### config.mk
export PLATFORM = sky130hd
export DESIGN_NAME = scoreboard
export DESIGN_NICKNAME = d
export VERILOG_FILES = /design/src/rtl/scoreboard.sv
export SDC_FILE = /design/constraint.sdc
export NUM_CORES = 1
export LEC_CHECK = 0
export BUFFER_PORTS_ARGS = -buffer_cell sky130_fd_sc_hd__buf_2
export CAP_MARGIN = 25
export CORE_UTILIZATION = 50
export CTS_CLUSTER_DIAMETER = 60
export DETAILED_ROUTE_END_ITERATION = 12
export GPL_TIMING_DRIVEN = 0
export PLACE_DENSITY = 0.71
export SLEW_MARGIN = 20
export SYNTH_ARGS = -nofsm -noshare
export SYNTH_HDL_FRONTEND = slang
export SYNTH_SLANG_ARGS = --single-unit
### constraint.sdc
create_clock -name clk_i -period 13.65 [get_ports clk_i]
set_input_delay 1.365 -clock clk_i [delete_from_list [all_inputs] [get_ports clk_i]]
set_output_delay 1.365 -clock clk_i [all_outputs]
set_load 0.01 [all_outputs]
### src/rtl/scoreboard.sv
// Register/CSR hazard scoreboard for an in-order pipeline.
// Each architectural register x1..x31 has a 2-bit count of writes that have
// been issued but not yet retired. Decode stalls on read-after-write, on a
// fourth outstanding write to one register, and (optionally) on CSR hazards.
// Optional feature macro: SCOREBOARD_CSR_EN adds a 2-bit CSR pending counter.
module scoreboard (
  input  logic       clk_i,
  input  logic       rst_n_i,
  input  logic       id_valid_i,
  input  logic [4:0] id_rs1_i,
  input  logic [4:0] id_rs2_i,
  input  logic       id_rs1_ren_i,
  input  logic       id_rs2_ren_i,
  input  logic [4:0] id_rd_i,
  input  logic       id_wen_i,
  input  logic       id_csr_ren_i,
  input  logic       id_csr_wen_i,
  input  logic       ex_ready_i,
  input  logic       wb_valid_i,
  input  logic [4:0] wb_rd_i,
  input  logic       wb_wen_i,
  input  logic       wb_csr_wen_i,
  input  logic       flush_i,
  output logic       stall_o,
  output logic       issue_o,
  output logic       busy_o,
  output logic [2:0] inflight_o,
  output logic       err_o
);

  localparam int NREG = 32;

  // Entry 0 is held at zero so x0 never reports a pending write.
  logic [1:0] cnt_q [NREG];
  logic [1:0] cnt_d [NREG];
  logic       err_q, err_d;

  logic       raw_hazard, waw_full, csr_hazard;
  logic       inc_en, dec_en;
  logic       reg_uf, csr_uf, csr_busy;
  logic [6:0] cnt_sum;

  // Hazards look only at registered counts: a retire this cycle does not
  // release a dependent instruction until the following cycle.
  assign raw_hazard = (id_rs1_ren_i && (cnt_q[id_rs1_i] != 2'd0)) ||
                      (id_rs2_ren_i && (cnt_q[id_rs2_i] != 2'd0));
  assign waw_full   = id_wen_i && (id_rd_i != 5'd0) && (cnt_q[id_rd_i] == 2'd3);

  assign stall_o = id_valid_i && (raw_hazard || waw_full || csr_hazard);
  assign issue_o = id_valid_i && !stall_o && ex_ready_i && !flush_i;

  assign inc_en = issue_o && id_wen_i && (id_rd_i != 5'd0);
  assign dec_en = wb_valid_i && wb_wen_i && (wb_rd_i != 5'd0);

  // Next count per register: flush clears, same-register inc+dec cancel,
  // and a decrement of an empty counter is flagged instead of wrapping.
  always_comb begin
    // NOTE: every variable gets a default before any branch so that no path
    // leaves it unassigned; otherwise synthesis infers a latch.
    reg_uf = 1'b0;
    for (int r = 0; r < NREG; r++) begin
      cnt_d[r] = cnt_q[r];
      if (r == 0 || flush_i) begin
        cnt_d[r] = 2'd0;
      end else begin
        case ({inc_en && (id_rd_i == 5'(r)), dec_en && (wb_rd_i == 5'(r))})
          2'b10:   cnt_d[r] = cnt_q[r] + 2'd1;
          2'b01: begin
            if (cnt_q[r] == 2'd0) reg_uf = 1'b1;
            else                  cnt_d[r] = cnt_q[r] - 2'd1;
          end
          default: cnt_d[r] = cnt_q[r];
        endcase
      end
    end
  end

  // Total outstanding register writes, saturated to the 3-bit output.
  always_comb begin
    cnt_sum = 7'd0;
    for (int r = 0; r < NREG; r++) begin
      cnt_sum = cnt_sum + 7'(cnt_q[r]);
    end
    inflight_o = (cnt_sum > 7'd7) ? 3'd7 : cnt_sum[2:0];
  end

`ifdef SCOREBOARD_CSR_EN
  logic [1:0] csr_cnt_q, csr_cnt_d;
  logic       csr_inc, csr_dec;

  assign csr_inc    = issue_o && id_csr_wen_i;
  assign csr_dec    = wb_valid_i && wb_csr_wen_i;
  assign csr_hazard = (id_csr_ren_i || id_csr_wen_i) && (csr_cnt_q != 2'd0);
  assign csr_busy   = (csr_cnt_q != 2'd0);

  // CSR pending count follows the same inc/dec/underflow rules as registers.
  always_comb begin
    csr_cnt_d = csr_cnt_q;
    csr_uf    = 1'b0;
    if (flush_i) begin
      csr_cnt_d = 2'd0;
    end else begin
      case ({csr_inc, csr_dec})
        2'b10:   csr_cnt_d = csr_cnt_q + 2'd1;
        2'b01: begin
          if (csr_cnt_q == 2'd0) csr_uf = 1'b1;
          else                   csr_cnt_d = csr_cnt_q - 2'd1;
        end
        default: csr_cnt_d = csr_cnt_q;
      endcase
    end
  end

  // CSR counter register.
  always_ff @(posedge clk_i or negedge rst_n_i) begin
    if (!rst_n_i) csr_cnt_q <= 2'd0;
    else          csr_cnt_q <= csr_cnt_d;
  end
`else
  logic unused_csr;

  assign csr_hazard = 1'b0;
  assign csr_busy   = 1'b0;
  assign csr_uf     = 1'b0;
  assign unused_csr = ^{id_csr_ren_i, id_csr_wen_i, wb_csr_wen_i};
`endif

  // Sticky underflow flag; flush does not clear it, only reset does.
  always_comb begin
    err_d = err_q || reg_uf || csr_uf;
  end

  // Counter and error state; reset discards everything asynchronously.
  always_ff @(posedge clk_i or negedge rst_n_i) begin
    // NOTE: clocked state uses non-blocking assignment so every flop samples
    // pre-edge values regardless of statement order. The counter array is
    // reset element by element because it is live pipeline state held in
    // flops, not a RAM, and stale counts would stall forever.
    if (!rst_n_i) begin
      for (int r = 0; r < NREG; r++) cnt_q[r] <= 2'd0;
      err_q <= 1'b0;
    end else begin
      for (int r = 0; r < NREG; r++) cnt_q[r] <= cnt_d[r];
      err_q <= err_d;
    end
  end

  assign err_o  = err_q;
  assign busy_o = (inflight_o != 3'd0) || csr_busy;

endmodule

==> reports/metrics.cfg <==
[logic_synthesis]
synthMuxAreaShare_pct = 7.527
synthSimpleGateAreaFrac_pct = 25.16
synth_top_family_by_area = simple AND/OR/NAND/NOR gates
ys_seq_area_share_pct = 21.55
ys_async_sr_fraction_pct = 100.0
synth_nets = 966
synth_largest_area_cell = dfrtp_1
synth_most_common_cell = nor2_1
synth-seq-cells = 63
synth_common_cells = nor2_1 (89), inv_1 (87), dfrtp_1 (63)
postSynthCellCount = 864
synth_top_area_share_pct = 21.55
synth.area.top_cells = dfrtp_1 (22%), fa_1 (16%), mux4_2 (5.9%)
synth_area_per_cell_um2 = 8.466
synth-main-ff-cell = dfrtp_1
synthXorXnorAreaFrac_pct = 0.4790
synthDistinctLibCells = 80
synth_compound_gate_area_share_pct = 20.78
synth_edf_count = 0
yosys.area_share.adder_pct = 17.65
syn_area_mm2 = 0.007315
yosys_warnings = 0

[placement]
dp_cells = 1076
place_congestion = 1.025
dp_hpwl_um = 21740
portBuffers = 31

[sta]
period_needed_ns = 8.073
tightestPinTransition_ns = 1.003
tns_ns = 0
final-setup-viol-count = 0
slew_headroom_pct = 33.16
drv_slew = 0
hold_viol = 0
finalClockSkew_ns = 0.009635
fin_crit_sh_pct = 59.14
rsz0062_at_grt = no
max_freq_ghz = 0.1239

[detailed_routing]
dr.pass1.iters = 5
drt_iter0_markers = 899
num_vias = 7323
routed_via_density = 6.706
ant_nets = 0
drc = 0
drt_wl_total_um = 27290
post_drt_wl_per_cell_um = 24.99

[floorplan]
num_rows = 43
ios = 40
die_h_um = 123.0
die_x_um = 123.0
start_util_pct = 51.89
coreArea_mm2 = 0.01410
dieArea_mm2 = 0.01512

[global_routing]
grt_pass1_vias = 6751
grt_max_degree = 40
grtUsageTotal_pct = 38.24
antenna_found_initial = 0
grt_pass1_wl_um = 40830
overflow = 0

[critical_path]
reg2reg_from = cnt_q[36]
r2r_cells = 11
cp-start-kind = flop
path_max_fanout = 8
critPathRequiredTime_ns = 12.28
path_class = flop to primary output
worstSetupEndpointType = primary output
worstSetupStartpoint = cnt_q[35]
worstPathArrival_ns = 6.71

[pwr]
swShare_pct = 28.75
comb_power_share_pct = 16.2
internal_power_uw = 370.1
pwr_density_cell_mw_per_mm2 = 64.71
clkPwrFrac_pct = 47.2
seq_power_share_pct = 36.6
max-vdd-ir-drop_mv = 0.08053
power.switching_uw = 149.4
p_leak_nw = 3.184

[clocking]
cts_inserted_buffers = 9
clk_pin_slew_ns = 0.06
postCtsSetupRepairBufs = 0
cts-resized-gates = 0
clock-sinks = 63
clockRootBuffer = clkbuf_16
cts_tree = done
clock_path_buffers = 2
hold_buffers = 0
htreeDepth = 3
clk-insertion-delay-late_ns = 0.35

[hold_path]
min_from = cnt_q[6]
min_path_type = flop to flop
whs_path_depth = 2

[layout]
num-nets-final = 1009
synthToLayoutAreaGrowth_pct = 9.750
diodes = 0
fin_cells = 1092
layout-drive-gt1-share_pct = 11.51

[run_status]
status = complete, no violations

[job]
drv_cap = 0

[power by group through the flow]
stage | combinational [mW] | clock (mW) | sequential (mW)
4_1_cts | 0.0817 | 0.246 | 0.190
3_5_place_dp | 0.0813 | 0 | 0.193
3_3_place_gp | 0.0808 | 0 | 0.193
2_1_floorplan | 0.0478 | 0 | 0.192
5_1_grt | 0.0893 | 0.254 | 0.190
6_report | 0.0844 | 0.245 | 0.190
[critical path, cell delays in order, from the launching register on]
cell	delay, ns
dfrtp_1	0.53
inv_1	0.12
fa_1	0.53
inv_1	0.06
fa_1	0.53
inv_1	0.05
fa_1	0.50
inv_1	0.06
fa_1	0.56
fa_1	0.44
fa_1	0.58
fa_1	0.44
ha_1	0.25
fa_1	0.44
o21ai_0	0.22
nand3_1	0.14
or2_2	0.29
or3b_2	0.46
buf_2	0.15
[cell usage in the layout (no fill, tap or decap), types with 25 or more instances in the layout]
cell type   n
a211oi_1   25
nand2b_1   27
buf_2      34
nor3_1     53
nand3_1    29
a21oi_1    58
o21ai_0    43
nor2_1     89
inv_1      87
dfrtp_1    63
fa_1       57
nand2_1    49
[flip-flops by register name (all words and copies together), names as in the netlist]
| signal | count |
|---|---|
| err_o | 1 |
| cnt_q | 62 |
[cell families after synthesis]
family                   after synthesis
AND/OR/NAND/NOR                      349
AO/OA/AOI/OAI                        226
buffers and inverters                122
adder cells (fa/ha/maj)               69
flip-flops                            63
multiplexers                          31
XOR/XNOR                               4
[final timing paths]
kind / endpoint / slack, ns
worst max-delay path: busy_o / 5.58
worst min-delay path: cnt_q[7] / 0.58
worst max register to register: err_o / 9.95
worst min register to register: cnt_q[7] / 0.58
max in group asynchronous: cnt_q[14] / 12.18
min in group asynchronous: cnt_q[31] / 0.92
[per-stage QoR]
stage	util [%]	cell area, µm²	hold slack (ns)	power [mW]	worst slack [ns]
final	56.95	8028	0.5850	0.5195	5.577
after global routing	56.95	8028	0.6226	0.5328	5.267
after global placement	54.59	7695	0.5741	0.2740	5.991
after floorplan	-	7315	0.5124	0.2402	6.421
after CTS	56.95	8028	0.5883	0.5179	5.579
after detailed placement	54.75	7717	0.5789	0.2742	5.974
[layer usage]
metal	global-route usage (%)	up-vias	share of wire [%]
li1	-	3210	-
met1	52.23	3588	42
met2	56.71	417	43
met3	8.303	108	9.6
met4	20.43	0	5.7
met5	0	-	0
[area by class of cell]
class,count,area [µm²]
Clock buffer,13,270.3
Multi-Input combinational cell,679,5238
Fill cell,1327,6068
Clock inverter,3,40.04
Buffer,31,158.9
Tap cell,180,225.2
Inverter,91,341.6
Sequential cell,63,1577
Timing Repair Buffer,32,177.7
Power figures use the tool's default switching activity.
